--- config.mk ---
export PLATFORM = sky130hd
export DESIGN_NAME = data_bus_bridge
export DESIGN_NICKNAME = d
export VERILOG_FILES = /design/src/rtl/data_bus_bridge.sv
export SDC_FILE = /design/constraint.sdc
export NUM_CORES = 1
export LEC_CHECK = 0
export BUFFER_PORTS_ARGS = -buffer_cell sky130_fd_sc_hd__buf_4
export CAP_MARGIN = 5
export CORE_ASPECT_RATIO = 1.4
export CORE_UTILIZATION = 40
export CTS_BUF_LIST = sky130_fd_sc_hd__clkbuf_8
export DETAILED_ROUTE_END_ITERATION = 8
export PLACE_DENSITY_LB_ADDON = 0.3
export SYNTH_ARGS = -nofsm -noshare
export SYNTH_HDL_FRONTEND = slang
export SYNTH_SLANG_ARGS = --single-unit
--- constraint.sdc ---
create_clock -name clk -period 3.25 [get_ports clk]
set_clock_uncertainty 0.05 [all_clocks]
set_input_delay 0.325 -clock clk [delete_from_list [all_inputs] [get_ports clk]]
set_output_delay 0.325 -clock clk [all_outputs]
set_load 0.02 [all_outputs]
--- src/rtl/data_bus_bridge.sv ---
// Data-side memory stage: turns the core's single-cycle load/store into a
// req/ack bus transaction, stalling the core until completion, with timeout and sticky error capture.
module data_bus_bridge #(
  parameter logic [7:0]  TIMEOUT  = 8'd255,
  parameter logic [31:0] ERR_DATA = 32'hDEAD_BEEF
) (
  input  logic        clk,
  input  logic        n_rst,
  input  logic        MemWrite,
  input  logic        MemRead,
  input  logic [31:0] ALUResult,
  input  logic [31:0] WriteData,
  input  logic [3:0]  byte_enable,
  output logic [31:0] ReadData,
  output logic        stall,
  output logic        bus_req,
  output logic        bus_we,
  output logic [31:0] bus_addr,
  output logic [31:0] bus_wdata,
  output logic [3:0]  bus_be,
  input  logic        bus_ack,
  input  logic [31:0] bus_rdata,
  input  logic        bus_err,
  output logic        err_flag,
  output logic [31:0] err_addr,
  input  logic        err_clr
);

  typedef enum logic [1:0] {
    IDLE = 2'd0,
    BUSY = 2'd1,
    DONE = 2'd2
  } state_t;

  typedef struct packed {
    logic        we;
    logic [31:0] addr;
    logic [31:0] wdata;
    logic [3:0]  be;
  } req_t;

  state_t      state_q, state_d;
  req_t        req_q, req_d;
  logic [7:0]  cnt_q, cnt_d;
  logic [31:0] rdata_q, rdata_d;
  logic        err_flag_q, err_flag_d;
  logic [31:0] err_addr_q, err_addr_d;

  logic valid_req;
  logic ack_hit;
  logic tmo_hit;
  logic err_evt;

  // A store wins when both strobes are high; empty byte mask is a no-op.
  assign valid_req = (MemWrite | MemRead) && (byte_enable != 4'b0000);
  assign ack_hit   = (state_q == BUSY) && bus_ack;
  // Timeout fires on the TIMEOUT-th BUSY cycle; a coincident ack takes priority.
  assign tmo_hit   = (state_q == BUSY) && !bus_ack &&
                     (({1'b0, cnt_q} + 9'd1) == {1'b0, TIMEOUT});
  assign err_evt   = (ack_hit && bus_err) || tmo_hit;

  // State register and datapath registers
  always_ff @(posedge clk or negedge n_rst) begin
    if (!n_rst) begin
      state_q    <= IDLE;
      req_q      <= '0;
      cnt_q      <= 8'd0;
      rdata_q    <= 32'd0;
      err_flag_q <= 1'b0;
      err_addr_q <= 32'd0;
    end else begin
      state_q    <= state_d;
      req_q      <= req_d;
      cnt_q      <= cnt_d;
      rdata_q    <= rdata_d;
      err_flag_q <= err_flag_d;
      err_addr_q <= err_addr_d;
    end
  end

  // Next-state logic
  always_comb begin
    state_d = state_q;
    case (state_q)
      IDLE:    if (valid_req) state_d = BUSY;
      BUSY:    if (ack_hit || tmo_hit) state_d = DONE;
      DONE:    state_d = IDLE;
      default: state_d = IDLE;
    endcase
  end

  // Request latch, cycle counter and returned data
  always_comb begin
    req_d   = req_q;
    cnt_d   = cnt_q;
    rdata_d = rdata_q;
    case (state_q)
      IDLE: begin
        if (valid_req) begin
          req_d.we    = MemWrite;
          req_d.addr  = ALUResult;
          req_d.wdata = WriteData;
          req_d.be    = byte_enable;
          cnt_d       = 8'd0;
        end
      end
      BUSY: begin
        cnt_d = (cnt_q == 8'hFF) ? cnt_q : cnt_q + 8'd1;
        if (ack_hit) begin
          if (req_q.we)    rdata_d = 32'd0;
          else if (bus_err) rdata_d = ERR_DATA;
          else             rdata_d = bus_rdata;
        end else if (tmo_hit) begin
          rdata_d = req_q.we ? 32'd0 : ERR_DATA;
        end
      end
      default: ;
    endcase
  end

  // Sticky error capture: first address is kept unless cleared in the same cycle.
  always_comb begin
    err_flag_d = err_flag_q;
    err_addr_d = err_addr_q;
    if (err_evt) begin
      err_flag_d = 1'b1;
      if (!err_flag_q || err_clr) err_addr_d = req_q.addr;
    end else if (err_clr) begin
      err_flag_d = 1'b0;
      err_addr_d = 32'd0;
    end
  end

  // Outputs; stall is gated by reset so the core sees reset values while held.
  always_comb begin
    stall    = 1'b0;
    bus_req  = 1'b0;
    ReadData = 32'd0;
    case (state_q)
      IDLE:    stall = n_rst && valid_req;
      BUSY: begin
        stall   = 1'b1;
        bus_req = 1'b1;
      end
      DONE:    ReadData = rdata_q;
      default: ;
    endcase
  end

  assign bus_we    = req_q.we;
  assign bus_addr  = {req_q.addr[31:2], 2'b00};
  assign bus_wdata = req_q.wdata;
  assign bus_be    = req_q.be;
  assign err_flag  = err_flag_q;
  assign err_addr  = err_addr_q;

endmodule

==> flow_metrics.tcl, run 1 <==
set metrics [dict create \
    status "finished with violations" \
    violations "hold timing" \
    r2r-end "err_addr[0]$_DFFE_PN0P_" \
    dieHeight_microns 160 \
    tightestPinTransition_ns 0.823 \
    cts_buffers 17 \
    diodes 0 \
    first_iter_violations 337 \
    gp_congestion 0.836 \
    synth.most_common_cell "dfrtp_1" \
    crit_path_start_kind "flop" \
    num_vias 5297 \
    synth_top_area_share_pct 50.5 \
    period_share_pct 88.0 \
    synth.largest_area_cell "dfrtp_1" \
    ff2ff_setup_slack_ns 0.39 \
    layout-drive-gt1-share_pct 49.0 \
    cts_resized 0 \
    r2r-start "cnt_q[0]$_DFFE_PN0P_" \
    hp-class "in2async" \
    utilization_pct 51.5 \
    cts_tree "yes" \
    io_pins 243 \
    fmax_mhz 350 \
    fin_hold_ws_ns -0.0217 \
    synthFlopType "dfrtp_1" \
    grt_pass1_wl_microns 27700 \
    end_kind "flop" \
    ys_top_cells_by_area "dfrtp_1 50%, mux2_2 12%, buf_4 7.3%" \
    drt-met1-wl_microns 7190 \
    ctsLongestPathBuffers 2 \
    initial_core_util_pct 41.0 \
    hold_buffers 0 \
    synth.ff_latch_count 144 \
    dr_wl_met3_microns 1180 \
    fp.coreArea_sq_um 17400 \
    postCtsSetupBuffers 0 \
    die_x_microns 115 \
    drcViolationCount 0 \
    overflow 0 \
    syn_to_final_growth_pct 25.7 \
    crit_type "reg2reg" \
    synthTopCellsByCount "144 x dfrtp_1, 74 x mux2_2, 69 x buf_4, 57 x nor2_1, 33 x and2_1" \
    drtAntennaViolNets 0 \
    async_reset_ff_share_pct 100 \
    grt_antenna_before_repair 0 \
    setup_violations 0 \
    power.leakage_nw 4.19 \
    maxCapViolations 0 \
    post-route-min-period_ns 2.86 \
    synth-edff-count 0 \
    syn_inst 614 \
    ys_seq_area_share_pct 50.5 \
    cts_root_buf "clkbuf_8" \
    clkSinkCount 144 \
    io_buffers 240 \
    ys_types 50 \
    firstDrtPassIters 4 \
    clk_pin_slew_ns 0.08 \
    nFillCells 1575 \
    path_max_fanout 17 \
    rsz0062_at_grt "no" \
    p_per_area_nw_per_um2 980 \
    htreeDepth 4 \
    wl_per_cell_microns 16.9 \
    dp_hpwl_microns 12100 \
    grt_max_degree 145 \
    nets 884 \
    vias_per_cell 5.18 \
    wl_met2_microns 8730 \
    grtUsageTotal_pct 19.1 \
    r2r_cells 6 \
    ir_worst_vdd_mv 0.417 \
    relSlewSlack_pct 45.1 \
    syn_area_sq_um 7140 \
    worstPathRequired_ns 3.57 \
    avgSynthCellArea_sq_um 11.6 \
    finalHoldViolCount 2 \
    die-area_sq_um 18400 \
    yosys_warnings 0 \
    critPathArrivalTime_ns 3.18 \
    clk_latency_ns 0.44 \
    core.rowCount 57 \
    grt_pass1_vias 5390 \
    wl_microns 17300 \
    top_layer "met4" \
    drv_slew 0 \
    cp-startpoint "cnt_q[0]$_DFFE_PN0P_" \
    cp-endpoint "err_addr[0]$_DFFE_PN0P_" \
    tns_ns 0 \
]
[placed cells by master (no fill, tap or decap), types with 8 or more instances in the layout]
cell type	synthesis	final
mux2_2	74	74
buf_4	69	249
nand4_1	20	20
a32oi_1	17	17
nand2_1	24	24
a221o_1	15	15
a32o_1	15	15
dfrtp_1	144	144
nand3_1	21	21
and2_1	33	33
nor2_1	57	56
o21ai_0	11	11
a22o_1	8	8
mux2_4	19	19
clkbuf_8	0	17
[cell families (layout without fill, tap and decap cells)]
| group | Yosys count | in the layout | synth area share [%] |
|---|---|---|---|
| AND/OR/NAND/NOR | 178 | 178 | 12.8 |
| flip-flops | 144 | 144 | 50.5 |
| buffers and inverters | 114 | 285 | 10.5 |
| multiplexers | 93 | 93 | 15.7 |
| AO/OA/AOI/OAI | 79 | 79 | 9.73 |
| XOR/XNOR | 3 | 3 | 0.368 |
| adder cells (fa/ha/maj) | 2 | 2 | 0.351 |
| other | 1 | 2 | 0.0525 |
[through the flow]
stage          std cells  setup WS, ns  total power, mW  instance area (sq um)
5_1_grt             1022         0.245             9.33                   8970
3_5_place_dp         992         0.433             7.57                   8620
4_1_cts             1022         0.422             8.89                   8970
2_1_floorplan        615         0.704             6.40                   7140
3_3_place_gp         992         0.580             7.42                   8620
6_report            1022         0.389             8.79                   8970
[registers in the layout (all words and copies together) (netlist names)]
name       count
cnt_q          8
state_q        2
rdata_q       32
err_flag       1
bus_addr      30
bus_we         1
req_q          2
err_addr      32
bus_be         4
bus_wdata     32
[area by class of cell]
cell class	count	area (sq um)	area share, %
Clock inverter	13	115	1.28
Inverter	4	17.5	0.195
Tap cell	236	295	3.29
Clock buffer	17	234	2.61
Timing Repair Buffer	251	1900	21.2
Multi-Input combinational cell	357	2800	31.3
Sequential cell	144	3600	40.2
[routing by layer]
layer,track usage [%],up-vias
met5,0,-
met4,6.43,0
met3,4.52,13
met2,32.1,218
met1,24.0,2611
li1,-,2455
[power breakdown]
part | internal (mW) | switching [mW] | total [mW] | leakage [nW]
clock network | 0.597 | 0.697 | 1.29 | 0.176
logic | 2.06 | 2.02 | 4.08 | 2.26
registers | 2.66 | 0.753 | 3.41 | 1.75
total | 5.32 | 3.47 | 8.79 | 4.19
[worst min path at each step]
stage               cells after the start                  endpoint
floorplan                               0  bus_addr[10]$_DFFE_PN0P_
global placement                        1    rdata_q[3]$_DFFE_PN0P_
detailed placement                      1   rdata_q[24]$_DFFE_PN0P_
CTS                                     2  bus_addr[25]$_DFFE_PN0P_
global route                            2    rdata_q[4]$_DFFE_PN0P_
finish                                  2  bus_addr[25]$_DFFE_PN0P_
[worst max-delay path: stages (launching register included)]
cell and delay [ns]:
dfrtp_1 0.45, ha_1 0.33, xnor2_1 0.16, or4_4 0.44
a211o_1 0.49, nor3_4 0.63, a221o_1 0.26
Power figures use the tool's default switching activity.
==> run 2: changes to the inputs <==
--- a/config.mk
+++ b/config.mk
@@ -11,7 +11,9 @@
 export CORE_UTILIZATION = 40
 export CTS_BUF_LIST = sky130_fd_sc_hd__clkbuf_8
 export DETAILED_ROUTE_END_ITERATION = 8
+export MAX_ROUTING_LAYER = met4
 export PLACE_DENSITY_LB_ADDON = 0.3
 export SYNTH_ARGS = -nofsm -noshare
 export SYNTH_HDL_FRONTEND = slang
 export SYNTH_SLANG_ARGS = --single-unit
+export TNS_END_PERCENT = 1
==> flow_metrics.tcl, run 2 (synthesis results as in run 1) <==
set metrics [dict create \
    preCtsSetupSlack_ns 0.401 \
    grt_pass1_wl_microns 28000 \
    crit_path_max_incr_delay_ns 0.63 \
    crit_type "reg2reg" \
    holdCritStartpoint "bus_rdata[22]" \
    clkSinkCount 144 \
    drv_slew 0 \
    cts_root_buf "clkbuf_8" \
    cts_tree "yes" \
    wl_microns 17700 \
    fp.coreArea_sq_um 17400 \
    num_vias 5367 \
    crit_family "simple AND/OR/NAND/NOR gates" \
    htreeDepth 4 \
    path_max_fanout 17 \
    status "finished clean" \
    period_share_pct 88.4 \
    grtUsageTotal_pct 20.0 \
    hp-class "in2reg" \
    crit_chain "ha_1 > xnor2_1 > or4_4 > a211o_1 > nor3_4 > a221o_1" \
    cpMaxStageDelayCell "nor3_4" \
    stdcell_count 1025 \
    end_kind "flop" \
    wl_per_cell_microns 17.2 \
    tns_ns 0 \
    r2r_cells 6 \
    io_buffers 240 \
    die-area_sq_um 18400 \
    syn_to_final_growth_pct 26.4 \
    crit_buf_inv 0 \
    place_inst 992 \
    grt_pass1_vias 5343 \
    grt_antenna_before_repair 0 \
    critPathArrivalTime_ns 3.20 \
    ir_worst_vdd_mv 0.371 \
    relSlewSlack_pct 42.6 \
    drcViolationCount 0 \
    dieHeight_microns 160 \
    power_mw 8.92 \
    crit_path_start_kind "flop" \
    layout-drive-gt1-share_pct 49.0 \
    overflow 0 \
    worstPathRequired_ns 3.58 \
    core.rowCount 57 \
    r2r-start "cnt_q[0]$_DFFE_PN0P_" \
    post-route-min-period_ns 2.87 \
    cts_resized 0 \
    tightestPinTransition_ns 0.861 \
    initial_core_util_pct 41.0 \
    maxCapViolations 0 \
    nets 885 \
    first_iter_violations 252 \
    final_area_sq_um 9020 \
    drtAntennaViolNets 0 \
    vias_per_cell 5.24 \
    placed_area_sq_um 8620 \
    ff2ff_setup_slack_ns 0.38 \
    dp_hpwl_microns 12300 \
    finalHoldViolCount 0 \
    cts_buffers 17 \
    layout_commonest_cell "buf_4" \
    clk_latency_ns 0.45 \
    hold_end "rdata_q[22]$_DFFE_PN0P_" \
    setup_violations 0 \
    worst_slack_ns 0.379 \
    die_x_microns 115 \
    io_pins 243 \
    power.leakage_nw 4.21 \
    firstDrtPassIters 5 \
    clk_pin_slew_ns 0.08 \
    rsz0062_at_grt "no" \
    holdPathStages 2 \
    ctsLongestPathBuffers 2 \
    fmax_mhz 348 \
    r2r-end "err_addr[17]$_DFFE_PN0P_" \
    diodes 0 \
    nFillCells 1643 \
    grt_max_degree 145 \
    gp_congestion 0.832 \
    p_per_area_nw_per_um2 989 \
    layout_common_cells "249 x buf_4, 144 x dfrtp_1, 74 x mux2_2, 56 x nor2_1, 33 x and2_1" \
]
-- run 2: cell types whose count changed in the layout (fill, tap and decap cells not counted), sizes merged --
cell / before / now
bufinv: 1 / 2
clkinv: 5 / 4
dlygate4sd3: 0 / 1
inv: 8 / 10
-- run 2: final cells by class --
class,count,area (sq um),share of cell area [%]
inverter,4,17.5,0.194
sequential,144,3600,39.9
timing repair buffer,252,1910,21.2
clock inverter,15,158,1.75
multi-input combinational,357,2800,31.1
clock buffer,17,234,2.59
tap,236,295,3.27
-- run 2: timing repair --
item                                    in CTS  in global routing
endpoints found under the setup margin       0                  0
hold buffers                                 0                  1
hold endpoints to repair                     0                 22
buffers inserted                             0                  0
-- run 2: report_power, final --
group / total [mW] / switching, mW / leakage, nW / internal (mW)
logic: 4.08 / 2.02 / 2.27 / 2.06
registers: 3.42 / 0.759 / 1.75 / 2.66
clock network: 1.42 / 0.734 / 0.195 / 0.690
total: 8.92 / 3.51 / 4.21 / 5.41
-- run 2: metrics by stage --
step           hold slack [ns]  utilization (%)
2_1_floorplan          -0.0206                -
3_3_place_gp             0.433             49.5
3_5_place_dp             0.437             49.5
4_1_cts              0.0000226             51.8
5_1_grt                 0.0240             51.8
6_report                0.0480             51.8
-- run 2: worst max path at each step --
stage                         startpoint                  endpoint  slack [ns]  cells after the start
floorplan           cnt_q[0]$_DFFE_PN0P_   rdata_q[10]$_DFFE_PN0P_        0.70                      9
global placement    cnt_q[0]$_DFFE_PN0P_  err_addr[13]$_DFFE_PN0P_        0.58                      6
detailed placement  cnt_q[0]$_DFFE_PN0P_   err_addr[6]$_DFFE_PN0P_        0.40                      6
CTS                 cnt_q[0]$_DFFE_PN0P_  err_addr[30]$_DFFE_PN0P_        0.40                      6
global route        cnt_q[0]$_DFFE_PN0P_   err_addr[7]$_DFFE_PN0P_        0.23                      6
finish              cnt_q[0]$_DFFE_PN0P_  err_addr[17]$_DFFE_PN0P_        0.38                      6
-- run 2: metal layers --
layer	GRT usage [%]	routed length, microns	vias up
met4	7.14	275	0
met3	4.14	1140	20
met2	31.8	8690	237
met1	25.0	7550	2661
met5	-	0	-
li1	-	-	2449
